File: config.mk
export PLATFORM = sky130hd
export DESIGN_NAME = ldm_stm_seq
export DESIGN_NICKNAME = d
export VERILOG_FILES = /design/src/rtl/ldm_stm_pkg.sv /design/src/rtl/lowest_set16.sv /design/src/rtl/ldm_stm_seq.sv
export SDC_FILE = /design/constraint.sdc
export NUM_CORES = 1
export LEC_CHECK = 0
export BUFFER_PORTS_ARGS = -buffer_cell sky130_fd_sc_hd__buf_2
export CAP_MARGIN = 0
export CELL_PAD_IN_SITES_DETAIL_PLACEMENT = 0
export CELL_PAD_IN_SITES_GLOBAL_PLACEMENT = 1
export CORE_UTILIZATION = 30
export CTS_CLUSTER_SIZE = 16
export DETAILED_ROUTE_END_ITERATION = 12
export PLACE_DENSITY = 0.74
export SETUP_SLACK_MARGIN = 0.3
export SYNTH_ARGS = -nofsm -noshare
export SYNTH_HDL_FRONTEND = slang
export SYNTH_SLANG_ARGS = --single-unit
File: constraint.sdc
create_clock -name clk -period 5.9 [get_ports clk]
set_input_delay 0.295 -clock clk [delete_from_list [all_inputs] [get_ports clk]]
set_output_delay 0.295 -clock clk [all_outputs]
set_load 0.03 [all_outputs]
File: src/rtl/ldm_stm_pkg.sv
// Shared types and helpers for the LDM/STM multi-register sequencer.
package ldm_stm_pkg;

  // Address step between consecutive transferred registers
  localparam int unsigned WORD_BYTES = 4;

  // Sequencer states
  typedef enum logic [1:0] {
    IDLE,
    XFER,
    WB,
    DONE
  } state_t;

  // Addressing mode, encoded directly as {pre, up}
  typedef enum logic [1:0] {
    DA = 2'b00,
    IA = 2'b01,
    DB = 2'b10,
    IB = 2'b11
  } amode_t;

  // Number of registers named in a 16-bit register list (0..16)
  function automatic logic [4:0] popcount16(input logic [15:0] v);
    logic [4:0] c;
    c = '0;
    for (int i = 0; i < 16; i++) begin
      c = c + 5'(v[i]);
    end
    return c;
  endfunction

endpackage

File: src/rtl/lowest_set16.sv
// Priority picker: index of the lowest set bit in a 16-bit mask.
import ldm_stm_pkg::*;

module lowest_set16 (
  input  logic [15:0] mask,
  output logic [3:0]  idx,
  output logic        any
);

  // Scan from the top down so the lowest set bit is the last to win
  always_comb begin
    idx = '0;
    for (int i = 15; i >= 0; i--) begin
      if (mask[i]) begin
        idx = 4'(i);
      end
    end
  end

  assign any = |mask;

endmodule

File: src/rtl/ldm_stm_seq.sv
// LDM/STM sequencer: walks a register list one memory beat per register,
// ascending registers at ascending addresses, then optionally writes the
// final address back to the base register.
import ldm_stm_pkg::*;

module ldm_stm_seq (
  input  logic        clk,
  input  logic        rst_n,
  input  logic        start,
  input  logic        load,
  input  logic        up,
  input  logic        pre,
  input  logic        wb,
  input  logic [3:0]  rn,
  input  logic [31:0] base,
  input  logic [15:0] reglist,
  output logic        busy,
  output logic        done,
  output logic        mem_req,
  output logic        mem_we,
  output logic [31:0] mem_addr,
  output logic [31:0] mem_wdata,
  input  logic        mem_ack,
  input  logic [31:0] mem_rdata,
  output logic [3:0]  rf_ra,
  input  logic [31:0] rf_rd,
  output logic        rf_we,
  output logic [3:0]  rf_wa,
  output logic [31:0] rf_wd,
  output logic        pc_we,
  output logic [31:0] pc_wd
);

  state_t      state, state_next;
  logic [15:0] mask_r;
  logic [31:0] addr_r;
  logic [31:0] final_r;
  logic        load_r;
  logic        do_wb_r;
  logic [3:0]  rn_r;

  logic [3:0]  idx;
  logic        any;
  logic [15:0] mask_clr;

  logic [4:0]  n_start;
  logic [31:0] span;
  logic [31:0] first_addr;
  logic [31:0] final_addr;
  amode_t      mode;

  lowest_set16 u_lowest (
    .mask (mask_r),
    .idx  (idx),
    .any  (any)
  );

  assign mask_clr = mask_r & ~(16'h0001 << idx);

  // First beat address and final writeback address from the request fields
  always_comb begin
    n_start = popcount16(reglist);
    span    = 32'(n_start) * 32'(WORD_BYTES);
    mode    = amode_t'({pre, up});
    unique case (mode)
      IA:      first_addr = base;
      IB:      first_addr = base + 32'(WORD_BYTES);
      DA:      first_addr = base - span + 32'(WORD_BYTES);
      DB:      first_addr = base - span;
      default: first_addr = base;
    endcase
    final_addr = up ? (base + span) : (base - span);
  end

  // State register
  always_ff @(posedge clk) begin
    if (!rst_n) begin
      state <= IDLE;
    end else begin
      state <= state_next;
    end
  end

  // Request capture at start and per-beat mask/address advance
  always_ff @(posedge clk) begin
    if (!rst_n) begin
      mask_r  <= '0;
      addr_r  <= '0;
      final_r <= '0;
      load_r  <= 1'b0;
      do_wb_r <= 1'b0;
      rn_r    <= '0;
    end else if (state == IDLE && start) begin
      mask_r  <= reglist;
      addr_r  <= first_addr;
      final_r <= final_addr;
      load_r  <= load;
      rn_r    <= rn;
      do_wb_r <= wb && (rn != 4'd15) && !(load && reglist[rn]);
    end else if (state == XFER && mem_ack) begin
      mask_r  <= mask_clr;
      addr_r  <= addr_r + 32'(WORD_BYTES);
    end
  end

  // Next-state and output decode
  always_comb begin
    state_next = state;
    busy       = (state != IDLE);
    done       = 1'b0;
    mem_req    = 1'b0;
    mem_we     = 1'b0;
    mem_addr   = '0;
    mem_wdata  = '0;
    rf_ra      = '0;
    rf_we      = 1'b0;
    rf_wa      = '0;
    rf_wd      = '0;
    pc_we      = 1'b0;
    pc_wd      = '0;
    unique case (state)
      IDLE: begin
        if (start) begin
          state_next = (|reglist) ? XFER : DONE;
        end
      end
      XFER: begin
        mem_req  = any;
        mem_we   = ~load_r;
        mem_addr = addr_r;
        rf_ra    = idx;
        if (!load_r) begin
          mem_wdata = rf_rd;
        end
        if (mem_ack) begin
          if (load_r) begin
            if (idx == 4'd15) begin
              pc_we = 1'b1;
              pc_wd = mem_rdata;
            end else begin
              rf_we = 1'b1;
              rf_wa = idx;
              rf_wd = mem_rdata;
            end
          end
          if (mask_clr == 16'h0000) begin
            state_next = do_wb_r ? WB : DONE;
          end
        end
      end
      WB: begin
        rf_we      = 1'b1;
        rf_wa      = rn_r;
        rf_wd      = final_r;
        state_next = DONE;
      end
      DONE: begin
        done       = 1'b1;
        state_next = IDLE;
      end
      default: state_next = IDLE;
    endcase
  end

endmodule

==> flow_summary.yaml <==
setup_path:
  cp-end-kind: "flip-flop"
  r2r_cells: 9
  criticalPathCategory: "in -> reg"
  cp.required_ns: 6.11
  start_kind: "input port"
  r2r_slack_ns: 2.43
  r2r_end: "state[0]$_SDFFE_PN0P_"
  cp_max_fo: 4
  critPathArrivalTime_ns: 6.07
  r2r_start: "mask_r[14]$_SDFFE_PN0P_"
synthesis:
  yosysWarnings: 0
  synth_fp_nets: 1523
  async_reset_ff_frac: 0
  ys_seq_elements: 88
  syn_avg_cell_area_um2: 6.91
  synth_edf_count: 0
  synth.distinct_cells: 77
  netlist_area_um2: 9400
  yosysSeqAreaShare: 0.187
  synthFlopType: "dfxtp_1"
  syn_inst: 1360
timing:
  relSlewSlack: 0.260
  fin_skew_ns: 0.0127
  rsz0062_at_grt: "true"
  period_needed_ns: 5.85
  fmax_mhz: 171
  setup_viol: 0
  hold_viol_final: 0
  timing.final.max_slew_violations: 0
  tightest_slew_ns: 1.10
  worst_slack_ns: 0.0481
  post-route-period-util: 0.992
hold_path:
  hold_depth: 3
  worstHoldStart: "rn[3]"
  hold_path_class: "in -> reg"
  worstHoldEndpoint: "rn_r[3]$_SDFFE_PN0P_"
placed_design:
  dp.final_hpwl_um: 32600
  place_inst: 2041
  gp_congestion: 0.938
  io_buffer_count: 265
  dp_slack_ns: -0.398
global_route:
  grt_pass1_vias: 10573
  track_usage: 0.258
  grt_pass1_wl_um: 62700
  grt_max_degree: 72
  antenna_found_initial: 0
  grt-ovfl-total: 0
cts:
  clkTransAtPathRegs_ns: 0.07
  htreeDepth: 3
  root_buffer: "clkbuf_16"
  clk_latency_ns: 0.36
  cts_tree: "done"
  cts.sinks: 88
  numCtsBuffers: 9
  cts.path.max_buffers: 2
drt:
  routed_wl_um: 42300
  wl_per_cell_um: 20.4
  drc: 0
  postRouteAntennaNets: 0
  dr_total_vias: 11627
  drtIter0Drc: 1025
  drtPass1Iterations: 5
  via_per_inst: 5.62
power:
  p_per_area_nw_per_um2: 372
  internal_power_uw: 2330
  swShare: 0.507
  seqPwrFrac: 0.194
  power_frac_comb: 0.681
  netSwitchingPower_uw: 2400
  peakVddDrop_uv: 187
  clkPwrFrac: 0.126
  p_leak_uw: 0.00542
run:
  drv_cap: 0
layout:
  fin_nets: 1832
  drive_gt1_frac: 0.306
  antenna_cells: 0
  synthToLayoutAreaGrowth_pct: 35.3
  fillers: 3261
  finalNonFillerCells: 2070
die:
  initial_core_util: 0.306
  fp-row-count: 64
  dieArea_um2: 32000
  io_pins: 266
  fp.dieW_um: 179
  die_h_um: 179
  design.core.area_um2: 30700
outcome:
  status: "complete, no violations"
power groups by stage:
stage	clock network (µW)	registers [µW]	logic, µW
6_report	593	915	3220
5_1_grt	624	937	3500
4_1_cts	602	911	3060
3_5_place_dp	0	925	2970
3_3_place_gp	0	921	2960
2_1_floorplan	0	854	1940
critical path: stages:
cell and delay, ns:
buf_8 0.08, inv_4 0.03, fa_1 0.52, fa_1 0.57, fa_2 0.45, fa_1 0.50, inv_2 0.05, ha_4 0.16
fa_2 0.36, a21o_1 0.19, and2_4 0.16, ha_4 0.28, nor2b_4 0.04, or3_4 0.34, or4_4 0.42, a222oi_1 0.36
buf_4 0.20, o211ai_1 0.17, o311a_1 0.38, or3_1 0.32, nand3_2 0.09, a31oi_1 0.08
cell type report:
class | count | area, µm² | area share
multi-input cells | 1111 | 7490 | 0.589
repair buffers | 402 | 2440 | 0.192
flip-flops and latches | 88 | 1760 | 0.139
well taps | 396 | 495 | 0.0390
clock buffers | 12 | 236 | 0.0186
inverters | 57 | 229 | 0.0180
clock inverters | 4 | 55.1 | 0.00433
layer usage:
layer / GRT usage / part of all wire / routed length (µm)
met1: 0.362 / 0.45 / 19100
met2: 0.414 / 0.46 / 19300
met3: 0.0282 / 0.074 / 3110
met4: 0.0696 / 0.018 / 779
met5: 0 / 0 / 0
synthesized netlist by cell type (18+ instances only):
master / number / area [µm²]
nor3_1: 33 / 165
nand4_1: 24 / 150
nor4_1: 20 / 125
o21ai_0: 55 / 275
and2_1: 108 / 676
a211oi_1: 18 / 135
a21oi_1: 85 / 425
inv_1: 56 / 210
o211ai_1: 24 / 180
ha_1: 27 / 338
or3_1: 19 / 119
a31oi_1: 22 / 138
clkbuf_1: 86 / 323
xor2_1: 34 / 298
dfxtp_1: 88 / 1760
a22oi_1: 39 / 293
nand2_1: 168 / 631
nand3_1: 40 / 200
and3_1: 25 / 156
nor2_1: 122 / 458
xnor2_1: 66 / 578
timing repair:
item | in CTS | in global routing
pin swaps | 26 | 39
gates resized for setup | 45 | 59
setup endpoints to repair | 22 | 29
buffers inserted | 5 | 8
hold buffers | 0 | 0
layout by cell type, fill, tap and decap left out, types with 5 or more instances in the layout:
cell type,n
buf_2,259
nand2_1,165
buf_4,127
nor2_1,116
and2_1,106
dfxtp_1,88
a21oi_1,79
xnor2_1,64
o21ai_0,52
inv_1,47
a22oi_1,39
nand3_1,35
xor2_1,32
nor3_1,25
and3_1,25
nand4_1,24
o211ai_1,24
a31oi_1,21
ha_1,21
nor4_1,17
or3_1,16
a211oi_1,15
or4_1,12
buf_6,12
a21o_1,11
o31ai_1,11
o22ai_1,10
fa_1,9
clkbuf_16,9
nand2b_1,7
o32ai_1,7
a21oi_2,6
nor2_2,6
o21a_1,6
nor3_4,6
o311a_1,6
inv_2,5
a211o_1,5
or4_4,5
mux4_2,5
through the flow:
step           utilization  total power, µW  area (µm²)  TNS [ns]  hold WS [ns]
6_report             0.415             4730       12700         0         0.218
5_1_grt              0.415             5060       12700    -0.738         0.247
4_1_cts              0.404             4580       12400         0         0.209
3_5_place_dp         0.386             3890       11900     -6.06         0.447
3_3_place_gp         0.386             3880       11900     -5.45         0.439
2_1_floorplan            -             2790        9490         0         0.431
state kept, by name, summed over array words and instances, names as in the netlist:
register	flops
load_r	1
state	2
mask_r	16
rn_r	4
final_r	32
addr_r	32
do_wb_r	1
worst max path at each step:
stage | start | to | slack [ns] | cells after the start
5_1_grt | reglist[13] | addr_r[19]$_SDFFE_PN0P_ | -0.13 | 23
3_5_place_dp | reglist[15] | addr_r[23]$_SDFFE_PN0P_ | -0.40 | 22
3_3_place_gp | reglist[15] | addr_r[23]$_SDFFE_PN0P_ | -0.35 | 22
2_1_floorplan | reglist[15] | addr_r[23]$_SDFFE_PN0P_ | 0.006 | 20
4_1_cts | reglist[15] | addr_r[19]$_SDFFE_PN0P_ | 0.06 | 22
6_report | reglist[13] | addr_r[19]$_SDFFE_PN0P_ | 0.05 | 22
logic make-up (layout without fill, tap and decap cells):
logic type / Yosys count / after routing / synth area share
xor gates and xnor gates: 100 / 100 / 0.0932
DFF: 88 / 88 / 0.187
muxes: 10 / 10 / 0.0174
and+or+nand+nor: 613 / 613 / 0.328
adders and majority gates: 40 / 40 / 0.0626
buffers and inverters: 161 / 475 / 0.0650
AOI/OAI and AO/OA: 348 / 348 / 0.246
Power figures use the tool's default switching activity.
